## config.mk

```make
export PLATFORM = sky130hd
export DESIGN_NAME = tx_framer
export DESIGN_NICKNAME = d
export VERILOG_FILES = /design/src/rtl/tx_frame_pkg.sv /design/src/rtl/tx_skid_fifo.sv /design/src/rtl/tx_framer.sv
export SDC_FILE = /design/constraint.sdc
export NUM_CORES = 1
export LEC_CHECK = 0
export ABC_AREA = 1
export CAP_MARGIN = 20
export CORE_MARGIN = 1.5
export CORE_UTILIZATION = 25
export CTS_BUF_LIST = sky130_fd_sc_hd__clkbuf_8 sky130_fd_sc_hd__clkbuf_16
export DETAILED_ROUTE_END_ITERATION = 8
export DONT_BUFFER_PORTS = 1
export PLACE_DENSITY_LB_ADDON = 0.1
export SLEW_MARGIN = 20
export SYNTH_ARGS = -nofsm -noshare
export SYNTH_HDL_FRONTEND = slang
export SYNTH_SLANG_ARGS = --single-unit
```

## constraint.sdc

```tcl
create_clock -name clk -period 6.3 [get_ports clk]
set_input_delay 0.315 -clock clk [delete_from_list [all_inputs] [get_ports clk]]
set_output_delay 0.315 -clock clk [all_outputs]
set_load 0.02 [all_outputs]
```

## src/rtl/tx_frame_pkg.sv

```systemverilog
// Shared definitions for the transmit framer.
//   - dout_type encodings seen by the downstream bit-order mapping stage
//   - framer FSM state encodings
//   - default header magic, idle word and fill word
package tx_frame_pkg;

    typedef enum logic [1:0] {
        TYPE_IDLE = 2'd0,   // idle between frames, or fill inside a frame
        TYPE_HDR  = 2'd1,
        TYPE_PAY  = 2'd2,
        TYPE_TRL  = 2'd3
    } dout_type_e;

    typedef enum logic [1:0] {
        IDLE = 2'd0,
        HDR  = 2'd1,
        PAY  = 2'd2,
        TRL  = 2'd3
    } state_e;

    localparam logic [47:0] DEF_HDR_MAGIC = 48'hA5A5_5A5A_C3C3;
    localparam logic [63:0] DEF_IDLE_WORD = 64'h0707_0707_0707_0707;
    localparam logic [63:0] DEF_FILL_WORD = 64'hFEFE_FEFE_FEFE_FEFE;

endpackage

```

## src/rtl/tx_skid_fifo.sv

```systemverilog
// Two-entry input buffer for the framer.
// Ports:
//   clk, rst          clock and synchronous active-high reset
//   s_data, s_valid   upstream word and its valid
//   s_ready           registered "not full"; low while in reset
//   rd_en             consumer pops the head entry (ignored when empty)
//   rd_data           head entry
//   rd_avail          buffer holds at least one word
module tx_skid_fifo #(
    parameter int W = 64
) (
    input  logic         clk,
    input  logic         rst,
    input  logic [W-1:0] s_data,
    input  logic         s_valid,
    output logic         s_ready,
    input  logic         rd_en,
    output logic [W-1:0] rd_data,
    output logic         rd_avail
);

    logic [W-1:0] mem_q [2];
    logic [W-1:0] mem_d [2];
    logic         wr_ptr_q, wr_ptr_d;
    logic         rd_ptr_q, rd_ptr_d;
    logic [1:0]   count_q, count_d;
    logic         ready_q, ready_d;
    logic         wr, rd;

    always_comb begin
        wr       = s_valid && ready_q;
        rd       = rd_en && (count_q != 2'd0);
        mem_d    = mem_q;
        if (wr) begin
            mem_d[wr_ptr_q] = s_data;
        end
        wr_ptr_d = wr_ptr_q ^ wr;
        rd_ptr_d = rd_ptr_q ^ rd;
        count_d  = count_q + {1'b0, wr} - {1'b0, rd};
        // Ready is registered from next occupancy so it never admits a third word.
        ready_d  = (count_d != 2'd2);
    end

    always_ff @(posedge clk) begin
        if (rst) begin
            wr_ptr_q <= 1'b0;
            rd_ptr_q <= 1'b0;
            count_q  <= 2'd0;
            ready_q  <= 1'b0;
        end else begin
            wr_ptr_q <= wr_ptr_d;
            rd_ptr_q <= rd_ptr_d;
            count_q  <= count_d;
            ready_q  <= ready_d;
        end
    end

    // Storage needs no reset: occupancy alone decides what is valid.
    always_ff @(posedge clk) begin
        mem_q <= mem_d;
    end

    assign s_ready  = ready_q;
    assign rd_data  = mem_q[rd_ptr_q];
    assign rd_avail = (count_q != 2'd0);

endmodule

```

## src/rtl/tx_framer.sv

```systemverilog
// Transmit framer: wraps a 64-bit payload stream into frames of
// header, FRAME_LEN payload words and an XOR checksum trailer, emitting
// one word every clock toward the bit-order mapping stage.
// Ports:
//   clk, rst            clock and synchronous active-high reset
//   en                  frame-start enable, looked at only when a frame could start
//   s_data/s_valid      payload input handshake
//   s_ready             registered ready from the input buffer
//   dout, dout_type     registered framed word and its type
//   seq                 sequence number of the current or next frame
//   underrun            sticky, set when a fill word has been emitted
module tx_framer
    import tx_frame_pkg::*;
#(
    parameter int unsigned FRAME_LEN = 16,
    parameter logic [47:0] HDR_MAGIC = DEF_HDR_MAGIC,
    parameter logic [63:0] IDLE_WORD = DEF_IDLE_WORD,
    parameter logic [63:0] FILL_WORD = DEF_FILL_WORD
) (
    input  logic        clk,
    input  logic        rst,
    input  logic        en,
    input  logic [63:0] s_data,
    input  logic        s_valid,
    output logic        s_ready,
    output logic [63:0] dout,
    output logic [1:0]  dout_type,
    output logic [15:0] seq,
    output logic        underrun
);

    localparam logic [15:0] LEN_W = 16'(FRAME_LEN);

    state_e      state_q, state_d;
    logic [63:0] dout_q, dout_d;
    dout_type_e  type_q, type_d;
    logic [15:0] seq_q, seq_d;
    logic [15:0] cnt_q, cnt_d;
    logic [63:0] csum_q, csum_d;
    logic        underrun_q, underrun_d;
    logic        pop;
    logic [63:0] buf_data;
    logic        buf_avail;

    tx_skid_fifo #(.W(64)) u_fifo (
        .clk      (clk),
        .rst      (rst),
        .s_data   (s_data),
        .s_valid  (s_valid),
        .s_ready  (s_ready),
        .rd_en    (pop),
        .rd_data  (buf_data),
        .rd_avail (buf_avail)
    );

    always_comb begin
        state_d    = state_q;
        dout_d     = IDLE_WORD;
        type_d     = TYPE_IDLE;
        seq_d      = seq_q;
        cnt_d      = cnt_q;
        csum_d     = csum_q;
        underrun_d = underrun_q;
        pop        = 1'b0;
        case (state_q)
            IDLE: begin
                if (en && buf_avail) begin
                    state_d = HDR;
                end
            end
            HDR: begin
                dout_d  = {HDR_MAGIC, seq_q};
                type_d  = TYPE_HDR;
                csum_d  = '0;
                cnt_d   = '0;
                state_d = PAY;
            end
            PAY: begin
                if (buf_avail) begin
                    pop    = 1'b1;
                    dout_d = buf_data;
                    type_d = TYPE_PAY;
                    csum_d = csum_q ^ buf_data;
                    cnt_d  = cnt_q + 16'd1;
                end else begin
                    // Fill keeps the line busy; it is not part of the checksum.
                    dout_d     = FILL_WORD;
                    underrun_d = 1'b1;
                end
                if (cnt_d == LEN_W) begin
                    state_d = TRL;
                end
            end
            TRL: begin
                dout_d  = csum_q;
                type_d  = TYPE_TRL;
                seq_d   = seq_q + 16'd1;
                state_d = (en && buf_avail) ? HDR : IDLE;
            end
            default: state_d = IDLE;
        endcase
    end

    always_ff @(posedge clk) begin
        if (rst) begin
            state_q    <= IDLE;
            dout_q     <= IDLE_WORD;
            type_q     <= TYPE_IDLE;
            seq_q      <= '0;
            cnt_q      <= '0;
            csum_q     <= '0;
            underrun_q <= 1'b0;
        end else begin
            state_q    <= state_d;
            dout_q     <= dout_d;
            type_q     <= type_d;
            seq_q      <= seq_d;
            cnt_q      <= cnt_d;
            csum_q     <= csum_d;
            underrun_q <= underrun_d;
        end
    end

    assign dout      = dout_q;
    assign dout_type = type_q;
    assign seq       = seq_q;
    assign underrun  = underrun_q;

endmodule
```

Word-level counts from Yosys, hierarchy flattened
Cells that the tools add are included.
{"block": "word_totals", "out_inout_bits": 84, "inputBits": 68, "elab_cells": 65, "regBits": 298}
{"block": "op_classes", "eq_ne": 8, "magnitude_cmp": 3, "add_sub_neg": 4, "mux": 21, "bitwise_logic": 6, "reduce_logical": 10}
{"operator": "two-way mux 64 bit", "n": 6}
{"operator": "case mux 64 bit (3 select lines)", "n": 1}
{"operator": "bitwise mux 128 bit", "n": 1}
{"operator": "case mux 64 bit (2 select lines)", "n": 1}
{"operator": "demux 64 bit (select 1 bit)", "n": 1}
{"operator": "bitwise XOR 64 bit", "n": 1}
{"operator": "adder 16 x 1 -> 16 bit (second input constant)", "n": 2}
{"operator": "two-way mux 16 bit", "n": 2}
{"operator": "case mux 16 bit (2 select lines)", "n": 1}
{"operator": "equality test 16 x 5 -> 1 bit (second input constant)", "n": 1}
{"operator": "!= test 2 bit (second input constant)", "n": 4}
{"operator": "case mux 2 bit (4 select lines)", "n": 1}
{"operator": "two-way mux 2 bit", "n": 3}
{"operator": "case mux 2 bit (3 select lines)", "n": 1}
{"operator": "AND reduction 2 bit", "n": 3}
{"operator": "equality test 2 bit (second input constant)", "n": 2}
{"operator": "greater-or-equal comparator 2 bit (second input constant)", "n": 2}
{"operator": "logical AND 1 bit", "n": 4}
{"operator": "inverter 1 -> 2 bit", "n": 2}
{"operator": "nonzero test 2 bit", "n": 2}
{"operator": "two-way mux 1 bit", "n": 3}
{"operator": "adder 2 x 1 -> 2 bit", "n": 1}
{"operator": "equality test 2 x 1 -> 1 bit (second input constant)", "n": 1}
{"operator": "zero test 2 bit", "n": 1}
{"operator": "other kinds (4)", "n": 5}

Longest topological paths before layout
Gate-level depths: netlist of the first run.
{"block": "depth", "ltp_word": 7, "mapped_depth": 15, "mapped_depth_nobuf": 15}

Hierarchy
A second synthesis of the first run with hierarchy kept.
{"block": "unflattened", "hier_cells": 1316, "area_unflattened_um2": 11950.2}
{"module": "tx_framer", "n_inst": 1, "seq_area_each_um2": 3303.2, "area_per_inst_um2": 6975.4, "cells_each": 942}
{"module": "tx_skid_fifo", "n_inst": 1, "seq_area_each_um2": 3943.8, "area_per_inst_um2": 4974.8, "cells_each": 374}

Least setup slack after synthesis of the first run
No wires, ideal clock.
{"block": "synth_timing", "path_kind": "register -> register", "start": "reg u_fifo.ready_q (netlist: u_fifo.s_ready)", "end": "reg u_fifo.mem_q[0] (netlist name), enable pin", "path_stages_with_launch": 4, "synth_period_minus_slack_ns": 2.573, "arrival_ns": 2.144, "setup_ns": 0.429, "n_path_buf": 0, "path_slack_ns": 3.727, "required_time_ns": 5.871, "path_cell_list": "dfxtp_1 > nand2_1 > inv_1 > ha_1"}
{"block": "synth_via", "elab_chain_cells": 1}
{"item": "start: declaration", "line": "tx_skid_fifo.sv:27", "rtl": "logic ready_q, ready_d;"}
{"item": "start signal: assignment", "line": "tx_skid_fifo.sv:54", "rtl": "ready_q <= ready_d;"}
{"item": "logical AND 1 bit", "line": "tx_skid_fifo.sv:31", "rtl": "wr = s_valid && ready_q;"}
{"item": "end signal: assignment", "line": "tx_skid_fifo.sv:60", "rtl": "mem_q <= mem_d;"}
{"item": "end: declaration", "line": "tx_skid_fifo.sv:22", "rtl": "logic [W-1:0] mem_q [2];"}
No other way between the ends.
A chain may end at the register's enable or synchronous reset.

Worst setup path in the final report of the first run
{"block": "layout_timing", "start": "reg state_q[0]", "end": "reg csum_q[1]"}
{"block": "layout_via", "elab_chain_cells": 3, "word_cells_on_any_way": 6, "classes_between": "3 x eq/ne; 1 x mux; 2 x reduce/logical"}
{"item": "start: declaration", "line": "tx_framer.sv:34", "rtl": "state_e state_q, state_d;"}
{"item": "start signal: assignment", "line": "tx_framer.sv:114", "rtl": "state_q <= state_d;"}
{"item": "equality test 2 bit / equality test 2 x 1 -> 1 bit (equally long branches)", "line": "tx_framer.sv:65", "rtl": "case (state_q)"}
{"item": "!= test 2 bit (no source line) / nonzero test 2 bit (equally long branches)"}
{"item": "AND reduction 2 bit (no source line)"}
{"item": "end signal: assignment", "line": "tx_framer.sv:119", "rtl": "csum_q <= csum_d;"}
{"item": "end: declaration", "line": "tx_framer.sv:39", "rtl": "logic [63:0] csum_q, csum_d;"}
Parallel ways exist; a longest one is shown, timed or not.

==> out/metrics.cfg, run 1 <==
[floorplan]
dieArea_um2 = 48800
die_x_um = 221
die_h_um = 221
start_util_pct = 25.4
io_pins = 152
coreArea_um2 = 46800
floorplan.rows = 79

[placed_design]
post-place-ws_ns = 3.32
place.gp.congestion = 0.739
placed_cells = 1839
port_buffers = 0
dp_hpwl_mm = 21.3

[final_layout]
multi_input_area_um2 = 3980
seqCellArea_um2 = 7250
layout.nets = 1416
syn_to_final_growth_pct = 22.1
fill_cells = 4887
finalNonFillerCells = 1974
layout-drive-gt1-share_pct = 7.83

[pwr]
peakVddDrop_v = 0.000177
total_leakage_power_nw = 5.18
p_per_area_nw_per_um2 = 447

[sta]
rsz0062_at_grt = false
setup_viol = 0
slew_viol_final = 0
hold_viol_final = 0
slew_headroom_pct = 32.9
setup_tns_ns = 0
post-route-period-util_pct = 46.4
tightest_slew_ns = 1.01
setup_ws_ns = 3.38
fin_skew_ns = 0.0148
min_period_ns = 2.92
fmax_ghz = 0.342
timing.hold.ws_ns = 0.0281

[worst_setup_path]
crit_chain = inv_1 > ha_2 > inv_2 > nor2_1 > nor2_4 > buf_4 > nand2_1 > a21oi_1 > o21a_1
r2r.worst_path.cells = 9
required_ns = 6.73
critPathLaunchType = flip-flop
cp_num_buf_inv = 3
path_class = flip-flop to flip-flop
crit_slowest_cell = ha_2
crit_cells = 9
cp-end-kind = flip-flop
path_max_fanout = 64
cpLargestDelayFamily = buffers and inverters
critPathArrivalTime_ns = 3.35
cpPeakStageDelay_ns = 0.70

[logic_synthesis]
yosysWarnings = 0
synth_area_leaders = edfxtp_1 32%, dfxtp_1 29%, nand2_1 12%
seq_area_frac_synth_pct = 61.0
syn-num-nets = 1357
synth_top_area_share_pct = 32.3
syn_area_per_cell_um2 = 9.30
synth_top_cell_by_area = edfxtp_1
synthCells = 1278
yosys_register_bits = 298
synth_area_um2 = 11900
ys_types = 42

[global_route]
overflow = 0
antenna_found_initial = 1
grt_usage_pct = 14.4
grt_pass1_wl_mm = 53.5
grt_pass1_vias = 8568
grt_max_degree = 65

[outcome]
violations = DRC
status = finished, violations left

[clock_network]
cts_htree_levels = 2
clk_path_buf_depth = 3
cts_made_buffers = 38
cts_resized = 0
root_buffer = clkbuf_16
cts.sinks = 298
cts_setup_buffers = 0
insertion_delay_ns = 0.54
cts_tree = built
clk_pin_slew_ns = 0.06

[route]
drt-initial-drc-count = 426
viasPerCell = 4.42
wl_per_cell_um = 17.6
dr_total_vias = 8734
drc = 28
routed_wl_mm = 34.8
first_pass_iters = 8
drtAntennaViolNets = 0

[worst_hold_path]
hold_depth = 2
hold_path_class = input pin to flip-flop

[job]
drv_cap = 0

## area by class of cell
type	instances	area share [%]
well taps	607	5.24
clock inverters	25	1.79
multi-input cells	798	27.4
flip-flops and latches	298	50.0
repair buffers	76	5.12
clock buffers	44	7.20
diodes	1	0.0173
inverters	125	3.24
## flip-flops by register name (all words and copies together), names as in the netlist
| register | count |
|---|---|
| u_fifo.s_ready | 1 |
| state_q | 2 |
| dout | 64 |
| underrun | 1 |
| dout_type | 2 |
| csum_q | 64 |
| u_fifo.count_q | 2 |
| cnt_q | 16 |
| seq | 16 |
| u_fifo.wr_ptr_q | 1 |
| u_fifo.mem_q | 128 |
| u_fifo.rd_ptr_q | 1 |
## report_power, final
| part | switching, mW | internal, mW |
|---|---|---|
| logic | 1.06 | 0.408 |
| registers | 0.343 | 2.42 |
| clock network | 0.863 | 1.39 |
## worst paths after layout
kind / startpoint / end / slack (ns)
worst max-delay path: state_q[0] / csum_q[1] / 3.38
worst min-delay path: rst / dout[0] / 0.03
worst min register to register: csum_q[28] / dout[28] / 0.47
worst max register to register: state_q[0] / csum_q[1] / 3.38
## synth_stat cells
cell type  instances
nand2_1          368
inv_1            120
a211oi_1           1
nand3_2            3
clkinv_2           1
o221ai_1           6
clkinv_1           1
o211ai_1           4
or2_2              6
nor2_2             5
buf_4              2
xnor2_1            2
xor2_1             2
nand2_2            3
dfxtp_1          170
nor4_1             4
a22oi_1            6
nand3_1           32
a31oi_1           10
a21oi_1          144
mux2i_1            3
o22ai_1            3
buf_6              1
o21a_1            66
inv_2              3
o2111ai_1          6
nor3_1             6
buf_2              8
nand3b_1           1
nor3b_1            1
buf_1              6
nand4_1            3
o21bai_1           3
o21ai_1            2
nor3_2             3
nor2_1            42
nor2_4             1
ha_1              11
a2bb2oi_1          1
o21ai_0           50
clkbuf_1          40
edfxtp_1         128
## kinds of logic (layout without fill, tap and decap cells)
| family | Yosys count | count (layout) | share of synthesized area, % |
|---|---|---|---|
| flip-flops | 298 | 298 | 61.0 |
| adder cells (fa/ha/maj) | 11 | 11 | 1.16 |
| buffers and inverters | 182 | 270 | 5.97 |
| AO/OA/AOI/OAI | 302 | 302 | 15.0 |
| AND/OR/NAND/NOR | 478 | 478 | 16.4 |
| multiplexers | 3 | 3 | 0.253 |
| other | 0 | 1 | 0 |
| XOR/XNOR | 4 | 4 | 0.295 |
## through the flow
step / total power [mW] / util, % / instance area, µm²
after detailed placement: 4.27 / 26.8 / 12500
after global placement: 4.25 / 26.8 / 12500
final: 6.48 / 31.0 / 14500
after floorplan: 3.75 / - / 11900
after global routing: 6.90 / 31.0 / 14500
after CTS: 6.62 / 31.0 / 14500
## layout by cell type (no fill, tap or decap), types with 4 or more instances in the layout
cell type	synthesis	layout
dlygate4sd3_1	0	64
nor4_1	4	4
nor3_1	6	6
clkbuf_8	0	5
edfxtp_1	128	128
dfxtp_1	170	169
clkinv_2	1	7
a22oi_1	6	6
clkbuf_16	0	39
nor2_1	42	42
o21ai_0	50	50
nor2_2	5	4
bufinv_16	0	5
buf_4	2	11
nand2_1	368	368
a21oi_1	144	144
or2_2	6	6
ha_1	11	6
o21a_1	66	66
a31oi_1	10	10
o2111ai_1	6	6
inv_2	3	5
o221ai_1	6	6
nand3_1	32	32
inv_1	120	124
o211ai_1	4	4
## what timing repair did
action / 4_1_cts / 5_1_grt
hold endpoints to repair: 156 / 0
setup endpoints to repair: 0 / 0
hold buffers: 65 / 0
## metal layers
| metal | global-route usage, % | routed length, µm | share of wire [%] |
|---|---|---|---|
| met5 | 0 | 0 | 0 |
| met4 | 5.14 | 898 | 2.6 |
| met3 | 3.36 | 1900 | 5.4 |
| met2 | 23.3 | 15800 | 45 |
| met1 | 18.8 | 16200 | 47 |
(Power assumes the default switching activity.)
==> inputs of run 2 (changes only) <==
==> constraint.sdc (replaced) <==
create_clock -name clk -period 3 [get_ports clk]
set_input_delay 0.15 -clock clk [delete_from_list [all_inputs] [get_ports clk]]
set_output_delay 0.15 -clock clk [all_outputs]
set_load 0.02 [all_outputs]
==> out/metrics.cfg, run 2 (same netlist as run 1, synthesis figures left out) <==
[outcome]
status = finished, violations left
violations = DRC

[worst_hold_path]
hold_path_class = input pin to flip-flop

[final_layout]
layout-drive-gt1-share_pct = 8.32
layout.nets = 1432
final_cell_mix = 368 x nand2_1, 169 x dfxtp_1, 144 x a21oi_1, 128 x edfxtp_1, 127 x inv_1
final_common_cell = nand2_1
syn_to_final_growth_pct = 22.9
largest_reg_flops = 128
top_register = u_fifo.mem_q

[route]
route.met3.wl_mm = 2.09
viasPerCell = 4.45
top_layer_used = met4
dr_wl_met2_mm = 16.5
first_pass_iters = 7
routed_wl_mm = 36.1
drt-initial-drc-count = 480
wl_per_cell_um = 18.1
wl_met1_mm = 16.7
drc = 28
dr_total_vias = 8868
drtAntennaViolNets = 0

[clock_network]
clk_pin_slew_ns = 0.06
clk_path_buf_depth = 3
cts.sinks = 298
root_buffer = clkbuf_16
cts_made_buffers = 38
cts_htree_levels = 2
cts_tree = built
insertion_delay_ns = 0.56

[sta]
hold_viol_final = 0
min_period_ns = 2.66
rsz0062_at_grt = false
setup_viol = 0
fmax_ghz = 0.375
post-route-period-util_pct = 88.8
tightest_slew_ns = 0.778
slew_viol_final = 0
fin_skew_ns = 0.0174
slew_headroom_pct = 48.0
setup_ws_ns = 0.337
setup_tns_ns = 0

[job]
drv_cap = 0

[global_route]
grt_pass1_wl_mm = 54.6
grt_max_degree = 44
grt_usage_pct = 14.8
grt_pass1_vias = 8865
antenna_found_initial = 2
overflow = 0

[floorplan]
floorplan.rows = 79
coreArea_um2 = 46800
dieArea_um2 = 48800
start_util_pct = 25.4
io_pins = 152
die_h_um = 221
die_x_um = 221

[placed_design]
post-place-ws_ns = 0.631
port_buffers = 0
dp_hpwl_mm = 22.1
place.gp.congestion = 0.781

[worst_setup_path]
path_max_fanout = 43
cp-end-kind = flip-flop
required_ns = 3.50
critPathLaunchType = flip-flop
critPathArrivalTime_ns = 3.16
path_class = flip-flop to flip-flop

[pwr]
switching_share_pct = 35.6
peakVddDrop_v = 0.000509
p_sw_mw = 4.82
p_int_mw = 8.71
clockPowerShare_pct = 33.1
seqPwrFrac_pct = 43.1
p_comb_share_pct = 23.8
p_per_area_nw_per_um2 = 926
total_leakage_power_nw = 5.25

run 2: stage by stage:
| stage | std cells | utilization, % | hold WS [ns] | area (µm²) | total power, mW |
|---|---|---|---|---|---|
| after global routing | 1991 | 31.2 | 0.151 | 14600 | 14.4 |
| after CTS | 1989 | 31.2 | 0.0680 | 14600 | 13.8 |
| after detailed placement | 1852 | 27.1 | 0.235 | 12700 | 9.12 |
| after global placement | 1852 | 27.1 | 0.229 | 12700 | 9.08 |
| final | 1992 | 31.2 | 0.112 | 14600 | 13.5 |
| after floorplan | 1278 | - | 0.249 | 11900 | 7.88 |
run 2: layout make-up:
class | instances | area (µm²)
well taps | 607 | 759
clock buffers | 46 | 1110
diodes | 3 | 7.51
clock inverters | 23 | 125
repair buffers | 92 | 908
inverters | 125 | 474
flip-flops and latches | 298 | 7250
fillers | 4908 | 32100
multi-input cells | 798 | 3980
run 2: power groups by stage:
stage                     clock network, mW  registers [mW]  logic, mW
after CTS                              4.67            5.86       3.29
after global routing                   4.82            5.93       3.62
after detailed placement                  0            5.94       3.18
after global placement                    0            5.94       3.14
after floorplan                           0            5.76       2.12
final                                  4.48            5.83       3.21
run 2: what timing repair did:
action                     4_1_cts  5_1_grt
hold endpoints to repair       164        0
buffers inserted                 0        0
hold buffers                    68        0
setup endpoints to repair        0        1
gates resized for setup          0        1
run 2: path summary, 6_finish.rpt:
kind	cells after the start	slack, ns	end	start
worst min-delay path	6	0.11	state_q[0]	en
worst max register to register	8	0.34	cnt_q[10]	state_q[0]
worst min register to register	2	0.48	dout[21]	csum_q[21]
worst max-delay path	8	0.34	cnt_q[10]	state_q[0]
run 2: layer usage:
| metal | vias up | track usage, % |
|---|---|---|
| met5 | - | 0 |
| met4 | 0 | 4.56 |
| met3 | 51 | 4.14 |
| met2 | 168 | 24.0 |
| met1 | 4221 | 19.0 |
| li1 | 4428 | - |
run 2: worst max-delay path, cell delays in order (launching register included):
cell           delay, ns
dfxtp_1             0.34
inv_1               0.15
ha_2                0.23
buf_4               0.52
nand2_1             0.21
clkinvlp_4          0.31
nand3_1             0.12
a21oi_1             0.14
dlygate4sd3_1       0.57
